$ cat src/rtl/even_parity_frame_receiver.sv
// Serial receiver for start + 4 data bits (LSB first) + even parity + stop frames.
// Mid-bit sampling from the detected start edge; results are published with a one-cycle valid pulse.
module even_parity_frame_receiver #(
  parameter int CLKS_PER_BIT = 4
) (
  input  logic       clk,
  input  logic       rst,
  input  logic       rx,
  output logic [3:0] data,
  output logic       valid,
  output logic       parity_err,
  output logic       frame_err,
  output logic       busy,
  output logic [2:0] fsm_state
);

  typedef enum logic [2:0] {
    IDLE   = 3'd0,
    START  = 3'd1,
    DATA   = 3'd2,
    PARITY = 3'd3,
    STOP   = 3'd4
  } state_t;

  localparam int CNT_W = (CLKS_PER_BIT > 2) ? $clog2(CLKS_PER_BIT) : 1;
  localparam logic [CNT_W-1:0] HALF_LAST = CNT_W'(CLKS_PER_BIT / 2 - 1);
  localparam logic [CNT_W-1:0] BIT_LAST  = CNT_W'(CLKS_PER_BIT - 1);

  state_t           state;
  logic [CNT_W-1:0] cnt;
  logic [1:0]       bit_idx;
  logic [3:0]       shreg;
  logic             par_bit;

  assign fsm_state = state;

  // cnt counts edges since the last sample point; it restarts at the start edge and at each sample.
  always_ff @(posedge clk) begin
    if (rst) begin
      state      <= IDLE;
      cnt        <= '0;
      bit_idx    <= '0;
      shreg      <= '0;
      par_bit    <= 1'b0;
      data       <= '0;
      valid      <= 1'b0;
      parity_err <= 1'b0;
      frame_err  <= 1'b0;
      busy       <= 1'b0;
    end else begin
      valid <= 1'b0;
      case (state)
        IDLE: begin
          if (!rx) begin
            state   <= START;
            cnt     <= '0;
            bit_idx <= '0;
            busy    <= 1'b1;
          end
        end
        START: begin
          if (cnt == HALF_LAST) begin
            cnt <= '0;
            if (rx) begin
              state <= IDLE;
              busy  <= 1'b0;
            end else begin
              state <= DATA;
            end
          end else begin
            cnt <= cnt + CNT_W'(1);
          end
        end
        DATA: begin
          if (cnt == BIT_LAST) begin
            cnt            <= '0;
            shreg[bit_idx] <= rx;
            bit_idx        <= bit_idx + 2'd1;
            if (bit_idx == 2'd3) state <= PARITY;
          end else begin
            cnt <= cnt + CNT_W'(1);
          end
        end
        PARITY: begin
          if (cnt == BIT_LAST) begin
            cnt     <= '0;
            par_bit <= rx;
            state   <= STOP;
          end else begin
            cnt <= cnt + CNT_W'(1);
          end
        end
        STOP: begin
          // A bad stop bit still publishes the frame, flagged through frame_err.
          if (cnt == BIT_LAST) begin
            cnt        <= '0;
            state      <= IDLE;
            busy       <= 1'b0;
            valid      <= 1'b1;
            data       <= shreg;
            parity_err <= ^{shreg, par_bit};
            frame_err  <= ~rx;
          end else begin
            cnt <= cnt + CNT_W'(1);
          end
        end
        default: begin
          state <= IDLE;
          busy  <= 1'b0;
        end
      endcase
    end
  end

endmodule

$ cat config.mk
export PLATFORM = sky130hd
export DESIGN_NAME = even_parity_frame_receiver
export DESIGN_NICKNAME = d
export VERILOG_FILES = /design/src/rtl/even_parity_frame_receiver.sv
export SDC_FILE = /design/constraint.sdc
export NUM_CORES = 1
export LEC_CHECK = 0
export ABC_AREA = 1
export BUFFER_PORTS_ARGS = -buffer_cell sky130_fd_sc_hd__clkbuf_2
export CAP_MARGIN = 20
export CORE_MARGIN = 8
export CORE_UTILIZATION = 45
export DETAILED_ROUTE_END_ITERATION = 10
export MAX_ROUTING_LAYER = met4
export PLACE_DENSITY = 0.61
export SKIP_CTS_REPAIR_TIMING = 1
export SYNTH_ARGS = -nofsm -noshare
export SYNTH_HDL_FRONTEND = slang
export SYNTH_SLANG_ARGS = --single-unit
$ cat constraint.sdc
create_clock -name clk -period 2.25 [get_ports clk]
set_input_delay 0.225 -clock clk [delete_from_list [all_inputs] [get_ports clk]]
set_output_delay 0.225 -clock clk [all_outputs]
set_load 0.02 [all_outputs]
# [Yosys cells after proc, flatten, opt, wreduce, memory -nomap -nowiden]
# Cells that the tools add are included.
[word_totals] reg_bits=20 latchBits=0 ram_bits=0 mem_bits_ro=0 output_inout_bits=11 word_cells=69 memories=0
[classes] addsub=2 n_mul=0 n_div=0 n_lt_le_gt_ge=2 n_eq_ne=14 shift=0 mux=23 n_bitwise=3 reduce_logical=15
[op_table] operator="3-bit two-way mux" n=6
[op_table] operator="3-bit case mux with 5 select lines" n=1
[op_table] operator="2-bit inequality test (second input constant)" n=7
[op_table] operator="2-bit two-way mux" n=5
[op_table] operator="2-bit AND reduction" n=4
[op_table] operator="3-bit by 2-bit equality test with 1-bit output (second input constant)" n=2
[op_table] operator="1-bit two-way mux" n=6
[op_table] operator="2-bit case mux with 3 select lines" n=1
[op_table] operator="6-bit AND reduction" n=1
[op_table] operator="5-bit AND reduction" n=1
[op_table] operator="5-bit XOR reduction" n=1
[op_table] operator="2-bit by 1-bit adder with 2-bit output (second input constant)" n=2
[op_table] operator="4-bit bitwise mux" n=1
[op_table] operator="2-bit equality test (second input constant)" n=2
[op_table] operator="1-bit case mux with 4 select lines" n=1
[op_table] operator="2-bit case mux with 2 select lines" n=1
[op_table] operator="2-bit OR reduction" n=2
[op_table] operator="3-bit by 1-bit equality test with 1-bit output (second input constant)" n=1
[op_table] operator="3-bit equality test (second input constant)" n=1
[op_table] operator="3-bit logical NOT" n=1
[op_table] operator="2-bit by 3-bit < comparator with 1-bit output (second input constant)" n=1
[op_table] operator="1-bit NOT" n=3
[op_table] operator="3-bit AND reduction" n=1
[op_table] operator="3-bit nonzero test" n=1
[op_table] operator="6 further kinds" n=6

# [Logic depth before layout (Yosys ltp)]
# Gate-level depths: netlist (run 1).
[depth] ltp_word=5 depth_mapped=10 depth_no_buf=10

# [Worst setup path before layout (run 1)]
# Ideal clock, no wire load.
[synth_path] path_kind="reg-to-reg" start="reg state[0] (netlist: fsm_state[0])" end="reg state[0] (netlist: fsm_state[0])" setup_ns=0.113 t_arrival_ns=1.174 required_time_ns=2.137 path_slack_ns=0.963 stages_incl_launch_ff=10 n_path_buf=0 period_less_slack_ns=1.287 cell_sequence="dfxtp_1 > inv_1 > nor2_2 > nand3_2 > nand2_2 > nor2_4 > nand2_1 > nand2_1 > nand2_1 > nor2_1"
[synth_via] elab_chain_cells=3 word_cells_on_any_way=13
[synth_rtl] item="start, declared" line_no="29" source="state_t state;"
[synth_rtl] item="start signal, assigned" line_no="40" source="state <= IDLE;"
[synth_rtl] item="start signal, assigned" line_no="55" source="state <= START;"
[synth_rtl] item="start signal, assigned" line_no="65" source="state <= IDLE;"
[synth_rtl] item="3-bit by 2-bit equality test with 1-bit output (tied with other cells)" line_no="52" source="case (state)"
[synth_rtl] item="2-bit inequality test (no source line)"
[synth_rtl] item="6-bit AND reduction (no source line)"
# Several ways; a longest one is shown, not always the timed one.
# A chain may end at the register's enable or synchronous reset.

# [Worst setup path after layout (run 1)]
[layout_path] start="reg cnt[1]" end="reg state[1] (netlist: fsm_state[1])"
[layout_via] elab_chain_cells=3 word_cells_on_any_way=7
[layout_rtl] item="start, declared" line_no="30" source="logic [CNT_W-1:0] cnt;"
[layout_rtl] item="start signal, assigned" line_no="71" source="cnt <= cnt + CNT_W'(1);"
[layout_rtl] item="start signal, assigned" line_no="81" source="cnt <= cnt + CNT_W'(1);"
[layout_rtl] item="start signal, assigned" line_no="90" source="cnt <= cnt + CNT_W'(1);"
[layout_rtl] item="2-bit equality test or 2-bit by 1-bit equality test with 1-bit output (tied branches)"
[layout_rtl] item="2-bit inequality test (no source line)"
[layout_rtl] item="6-bit AND reduction (no source line) *"
[layout_rtl] item="end signal, assigned" line_no="79" source="if (bit_idx == 2'd3) state <= PARITY;"
[layout_rtl] item="end signal, assigned" line_no="88" source="state <= STOP;"
[layout_rtl] item="end signal, assigned" line_no="97" source="state <= IDLE;"
# Every way passes the cells marked *; elsewhere a longest branch is shown, timed or not.

==> metrics.txt, run 1 <==
overall die height 64.3 um; Levels on crit path 8; Synth Instances 147; arrival time worst endpoint 1590 ps; GR Util All Layers 0.113; mux share of post-synthesis cell area 0; most frequent cells in the layout 34 x nand2_1, 20 x dfxtp_1, 19 x inv_1; FMAX 722 MHz; via count 918; r2r endpoint fsm_state[1]$_SDFFE_PP0P_; # nets final 175; mapped cell area 1050 um2; Distinct cells, synth 20; CTS tree done; area fraction in compound gates after synthesis 0.115; Vias/cell 4.83; area grow syn2layout 11.3%; post-synthesis xor/xnor area fraction 0.0167; Cell Rows 17; Worst-path clk slew 120 ps; CP Class flip-flop to flip-flop; Pins Over Slew Limit 0; dpl cell area 1140 um2; Setup crit start cnt[1]$_SDFFE_PP0P_; CTS Buf Count 3; Antenna Cells 0; Setup-failing EPs final 0; Hold Path Origin rx; Adder-Cell Fraction of Synth Area 0.0955; worst slew pin tran 331 ps; Synth Warn # 0; RSZ-0062 raised after global routing false; slowest cell on the critical path dfxtp_1; register area 400 um2; DPL Wire Length 1.71 mm; per-cell routed wire length 11.7 um; vias in the first global route 834; Port Buffers 13; Hold Path Class input port to flip-flop; R2R cell count 8; #FFs+latches synth 20; Setup crit start kind flip-flop; hold endpoint frame_err$_SDFFE_PP0P_; max-cap viol count 0; CP top delay family simple AND/OR/NAND/NOR gates; Total Power 1.03 mW; crit-path cells ha_1, inv_1, nand3_1, o21ai_2, nor2_4, nand2_1, nor2_1, nor2_1; Hold Path Cell Cnt 2; Core Box Area 2210 um2; DR pass1 iterations 4; H-tree levels 1; sequential area share after synthesis 0.382; Final WS setup 865 ps; Detailed Route WL 2.22 mm; Remaining Overflow, GRT 0; fin util 0.528; worst reg2reg setup slack 860 ps; post-route ant nets 0; Clock Latency Late Sink 300 ps; Fin. Hold Viols 0; final setup TNS 0 ps; reg2reg start cnt[1]$_SDFFE_PP0P_; Setup Skew 14.0 ps; area of the multi-input gates 566 um2; Die X 64.3 um; main combinational cell family by area after synthesis simple AND/OR/NAND/NOR gates; CP most frequent cell nor2_1; Slew Limit Headroom 0.779; crit path buf inv count 1; clock root cell clkbuf_4; VDD IR max 0.535 mV; period utilization 0.616; io pins 14; WP data required 2460 ps; Worst path max stage delay 420 ps; Max Root-Sink Buffers 2; Finished Cell Area 1170 um2; initial core utilization 0.474; crit end category flip-flop; minimum clock period 1390 ps; pre-CTS WS 886 ps; first-pass GRT wire length 3.73 mm; TritonCTS sink count 20; gpl congestion 0.881; syn nets 158; post-synthesis simple-gate area fraction 0.313; Leakage 0.571 nW; most common cell after layout, fill and taps aside nand2_1; Fillers 234; largest net degree at the start of global routing 15; # DRC 0; die area 4130 um2; initial drt markers 32; synthesized area per cell 7.13 um2; Pwr Density 886 nW/um2; CP Max Fanout 5; antenna violations before repair 0; outcome finished, final reports clean; layout cells sized above 1 0.179
cell families after synthesis:
| family | count (synthesis) |
|---|---|
| simple gates | 72 |
| compound gates | 23 |
| buf+inv | 22 |
| flops | 20 |
| fa+ha+maj | 8 |
| xor+xnor | 2 |
synth_stat cells:
master	number	area share
xnor2_1	2	0.017
dfxtp_1	20	0.38
nor2_2	4	0.024
clkbuf_1	1	0.0036
a21oi_1	15	0.072
nor2_1	16	0.057
or2_0	1	0.0060
inv_1	19	0.068
nand2_2	2	0.012
a31oi_1	1	0.0060
o21ai_1	4	0.019
o21ai_2	1	0.0084
inv_2	2	0.0072
nor3_1	1	0.0048
nor2_4	1	0.011
nand3_1	10	0.048
nand2_1	34	0.12
ha_1	8	0.095
o21ai_0	2	0.0095
nand3_2	3	0.029
how the worst max path moves through the flow:
stage / slack (ps) / end
2_1_floorplan: 960 / fsm_state[0]$_SDFFE_PP0P_
3_3_place_gp: 900 / fsm_state[1]$_SDFFE_PP0P_
3_5_place_dp: 890 / fsm_state[1]$_SDFFE_PP0P_
4_1_cts: 860 / fsm_state[1]$_SDFFE_PP0P_
5_1_grt: 690 / fsm_state[1]$_SDFFE_PP0P_
6_report: 860 / fsm_state[1]$_SDFFE_PP0P_
routing by layer:
layer | part of all wire | wire length (um) | vias to the layer above | global-route usage
met2 | 0.44 | 979 | 14 | 0.179
met3 | 0.053 | 117 | 2 | 0.0226
met5 | 0 | 0 | - | -
met4 | 0.0077 | 17 | 0 | 0.0409
met1 | 0.50 | 1100 | 407 | 0.139
li1 | - | - | 495 | -
where the power goes:
part           leakage (nW)  switching (mW)  internal (mW)  total [mW]
logic                 0.395           0.276          0.143       0.419
clock network        0.0138           0.107         0.0622       0.169
registers             0.162          0.0538          0.393       0.447
metrics by stage:
step,hold WS [ps],cells
after floorplan,294,147
after global placement,451,187
after detailed placement,454,187
after CTS,149,190
after global routing,152,190
final,157,190
layout make-up:
cell class	count	area share
Sequential cell	20	0.343
Tap cell	28	0.0300
Multi-Input combinational cell	105	0.484
Inverter	21	0.0675
Timing Repair Buffer	13	0.0557
Clock buffer	3	0.0193
registers in the layout, summed over array words and instances (netlist names):
| name | flops |
|---|---|
| cnt | 2 |
| bit_idx | 2 |
| shreg | 4 |
| fsm_state | 3 |
| data | 4 |
| frame_err | 1 |
| valid | 1 |
| parity_err | 1 |
| busy | 1 |
| par_bit | 1 |
No activity file was read; power rests on OpenSTA's default activity.
==> inputs of run 2 (changes only) <==
--- a/config.mk
+++ b/config.mk
@@ -5,7 +5,7 @@
 export SDC_FILE = /design/constraint.sdc
 export NUM_CORES = 1
 export LEC_CHECK = 0
-export ABC_AREA = 1
+export ABC_AREA = 0
 export BUFFER_PORTS_ARGS = -buffer_cell sky130_fd_sc_hd__clkbuf_2
 export CAP_MARGIN = 20
 export CORE_MARGIN = 8
==> constraint.sdc (replaced) <==
create_clock -name clk -period 1.35 [get_ports clk]
set_input_delay 0.135 -clock clk [delete_from_list [all_inputs] [get_ports clk]]
set_output_delay 0.135 -clock clk [all_outputs]
set_load 0.02 [all_outputs]
==> run 2 against run 1 <==
The run now ends with setup timing left. Worst hold slack got worse by 63 ps. Flip-flop and latch count unchanged. Setup slack got worse by 870 ps. Combinational power decreased by 56%. Die area increased by 2.5%. Clock power increased to 3.0 times the previous value. Power increased by 28%. Sequential share of layout area decreased by 4.9 points. Synthesized area increased by 3.3%. Clock skew decreased by 9.0 ps. Critical endpoint is now fsm_state[0]$_SDFFE_PP0P_. Highest routed layer unchanged.
==> metrics.txt, run 2 <==
outcome finished, violations left (was finished, final reports clean); failing checks setup timing; Die X 65.1 um (was 64.3 um); first-pass GRT wire length 3.93 mm (was 3.73 mm); TritonCTS sink count 20 (unchanged); Antenna Cells 0 (unchanged); CP Class flip-flop to flip-flop (unchanged); Max Root-Sink Buffers 2 (unchanged); Cell Rows 17 (unchanged); worst slew pin tran 230 ps (was 331 ps); max-cap viol count 0 (unchanged); Port Buffers 13 (unchanged); die area 4230 um2 (was 4130 um2); crit end category flip-flop (unchanged); per-cell routed wire length 13.6 um (was 11.7 um); DR pass1 iterations 4 (unchanged); area grow syn2layout 30.8% (was 11.3%); Worst path max stage delay 470 ps (was 420 ps); clock root cell clkbuf_4 (unchanged); Levels on crit path 4 (was 8); CTS tree done (unchanged); ys flop type dfxtp_1 (unchanged); Core Box Area 2250 um2 (was 2210 um2); minimum clock period 1350 ps (was 1390 ps); synth top area cells dfxtp_1 37%, ha_1 9.2%, mux2i_1 6.5% (was dfxtp_1 38%, nand2_1 12%, ha_1 9.5%); Fin Hold WS 94.2 ps (was 157 ps); most common cell after layout, fill and taps aside buf_4 (was nand2_1); Pwr Density 934 nW/um2 (was 886 nW/um2); most frequent cells in the layout 17 x buf_4, 15 x dfxtp_1, 13 x nor2_1, 13 x nand2_1, 13 x clkbuf_2 (was 34 x nand2_1, 20 x dfxtp_1, 19 x inv_1); # nets final 162 (was 175); crit-path cells buf_6, ha_2, mux4_2, nor3_2 (was ha_1, inv_1, nand3_1, o21ai_2, nor2_4, nand2_1, nor2_1, nor2_1); Setup Skew 4.96 ps (was 14.0 ps); layout cells sized above 1 0.360 (was 0.179); gpl congestion 0.835 (was 0.881); Synth area leader dfxtp_1 (unchanged); Clock Latency Late Sink 320 ps (was 300 ps); Distinct cells, synth 34 (was 20); syn nets 133 (was 158); Pins Over Slew Limit 0 (unchanged); area share of the largest cell type after synthesis 0.370 (was 0.382); Post-synth EDFFs 0 (unchanged); Setup crit start kind flip-flop (unchanged); Vias/cell 5.25 (was 4.83); Fin. Hold Viols 0 (unchanged); H-tree levels 1 (unchanged); most frequent cell after synthesis dfxtp_1 (was nand2_1); WP data required 1600 ps (was 2460 ps); post-route ant nets 0 (unchanged); Worst-path clk slew 130 ps (was 120 ps); mapped cell area 1080 um2 (was 1050 um2); VDD IR max 0.544 mV (was 0.535 mV); #FFs+latches synth 20 (unchanged); CP top delay family multiplexers (was simple AND/OR/NAND/NOR gates); Hold Path Class input port to flip-flop (unchanged); Finished Cell Area 1420 um2 (was 1170 um2); # DRC 0 (unchanged); Post-synth ARST share 0 (unchanged); arrival time worst endpoint 1610 ps (was 1590 ps); FMAX 739 MHz (was 722 MHz); CTS Buf Count 3 (unchanged); Final WS setup -3.27 ps (was 865 ps); Leakage 0.620 nW (was 0.571 nW); via count 934 (was 918); sequential area share after synthesis 0.370 (was 0.382); RSZ-0062 raised after global routing true (was false); antenna violations before repair 0 (unchanged); vias in the first global route 862 (was 834); initial core utilization 0.481 (was 0.474); Synth Instances 122 (was 147); initial drt markers 48 (was 32); overall die height 65.1 um (was 64.3 um); slowest cell on the critical path mux4_2 (was dfxtp_1); Remaining Overflow, GRT 0 (unchanged); Detailed Route WL 2.42 mm (was 2.22 mm); Hold Path Cell Cnt 3 (was 2); CP Max Fanout 4 (was 5); Setup-failing EPs final 1 (was 0); Total Power 1.32 mW (was 1.03 mW); Inst Count DP 171 (was 187); io pins 14 (unchanged); Slew Limit Headroom 0.842 (was 0.779); GR Util All Layers 0.119 (was 0.113); Synth Warn # 0 (unchanged); Post-synth top cells 20 x dfxtp_1, 14 x nor2_1, 13 x nand2_1 (was 34 x nand2_1, 20 x dfxtp_1, 19 x inv_1); final cell count without fillers 178 (was 190); R2R cell count 4 (was 8); crit path buf inv count 1 (unchanged); dpl cell area 1260 um2 (was 1140 um2); largest net degree at the start of global routing 20 (was 15); synthesized area per cell 8.88 um2 (was 7.13 um2); DPL Wire Length 1.66 mm (was 1.71 mm); period utilization 1.00 (was 0.616)
==> run 2: path summary, 6_finish.rpt <==
check	endpoint	slack (ps)	start
worst max-delay path	fsm_state[0]$_SDFFE_PP0P_	-3	cnt[0]$_SDFFE_PP0P_
worst min-delay path	cnt[1]$_SDFFE_PP0P_	90	rst
worst max register to register	fsm_state[0]$_SDFFE_PP0P_	-3	cnt[0]$_SDFFE_PP0P_
worst min register to register	cnt[0]$_SDFFE_PP0P_	490	cnt[0]$_SDFFE_PP0P_
==> run 2: cell type report <==
type	instances	area [um2]
clock inverter	1	30.0
tap	28	35.0
timing repair buffer	33	226
clock buffer	3	22.5
sequential	20	417
inverter	4	15.0
fill	197	837
multi-input combinational	89	672
==> run 2: stage by stage <==
stage / util / setup TNS [ps] / setup slack (ps)
2_1_floorplan: - / 0 / 5.49
3_3_place_gp: 0.559 / -265 / -68.1
3_5_place_dp: 0.559 / -406 / -69.0
4_1_cts: 0.583 / -656 / -108
5_1_grt: 0.629 / -151 / -32.1
6_report: 0.629 / -3.27 / -3.27
==> run 2: worst min-delay path, stage by stage <==
cell and delay [ps]:
clkbuf_2 100, o21bai_1 110, a211oi_1 50
==> run 2: cell families after synthesis <==
group                    Yosys count  share of synthesized area
adder cells (fa/ha/maj)            8                     0.0924
AO/OA/AOI/OAI                     21                      0.115
XOR/XNOR                           3                     0.0370
multiplexers                       8                     0.0855
buffers and inverters             13                     0.0624
AND/OR/NAND/NOR                   49                      0.238
flip-flops                        20                      0.370
==> run 2: power breakdown <==
| part | switching [mW] | internal [mW] |
|---|---|---|
| combinational | 0.0915 | 0.0910 |
| sequential | 0.0261 | 0.602 |
| clock | 0.213 | 0.300 |
==> run 2: layer usage <==
layer / GRT usage / wire length, um / vias up
met5: - / 0 / -
met4: 0.0736 / 53 / 0
met3: 0.0223 / 111 / 5
met2: 0.170 / 1090 / 15
met1: 0.150 / 1160 / 431
li1: - / - / 483
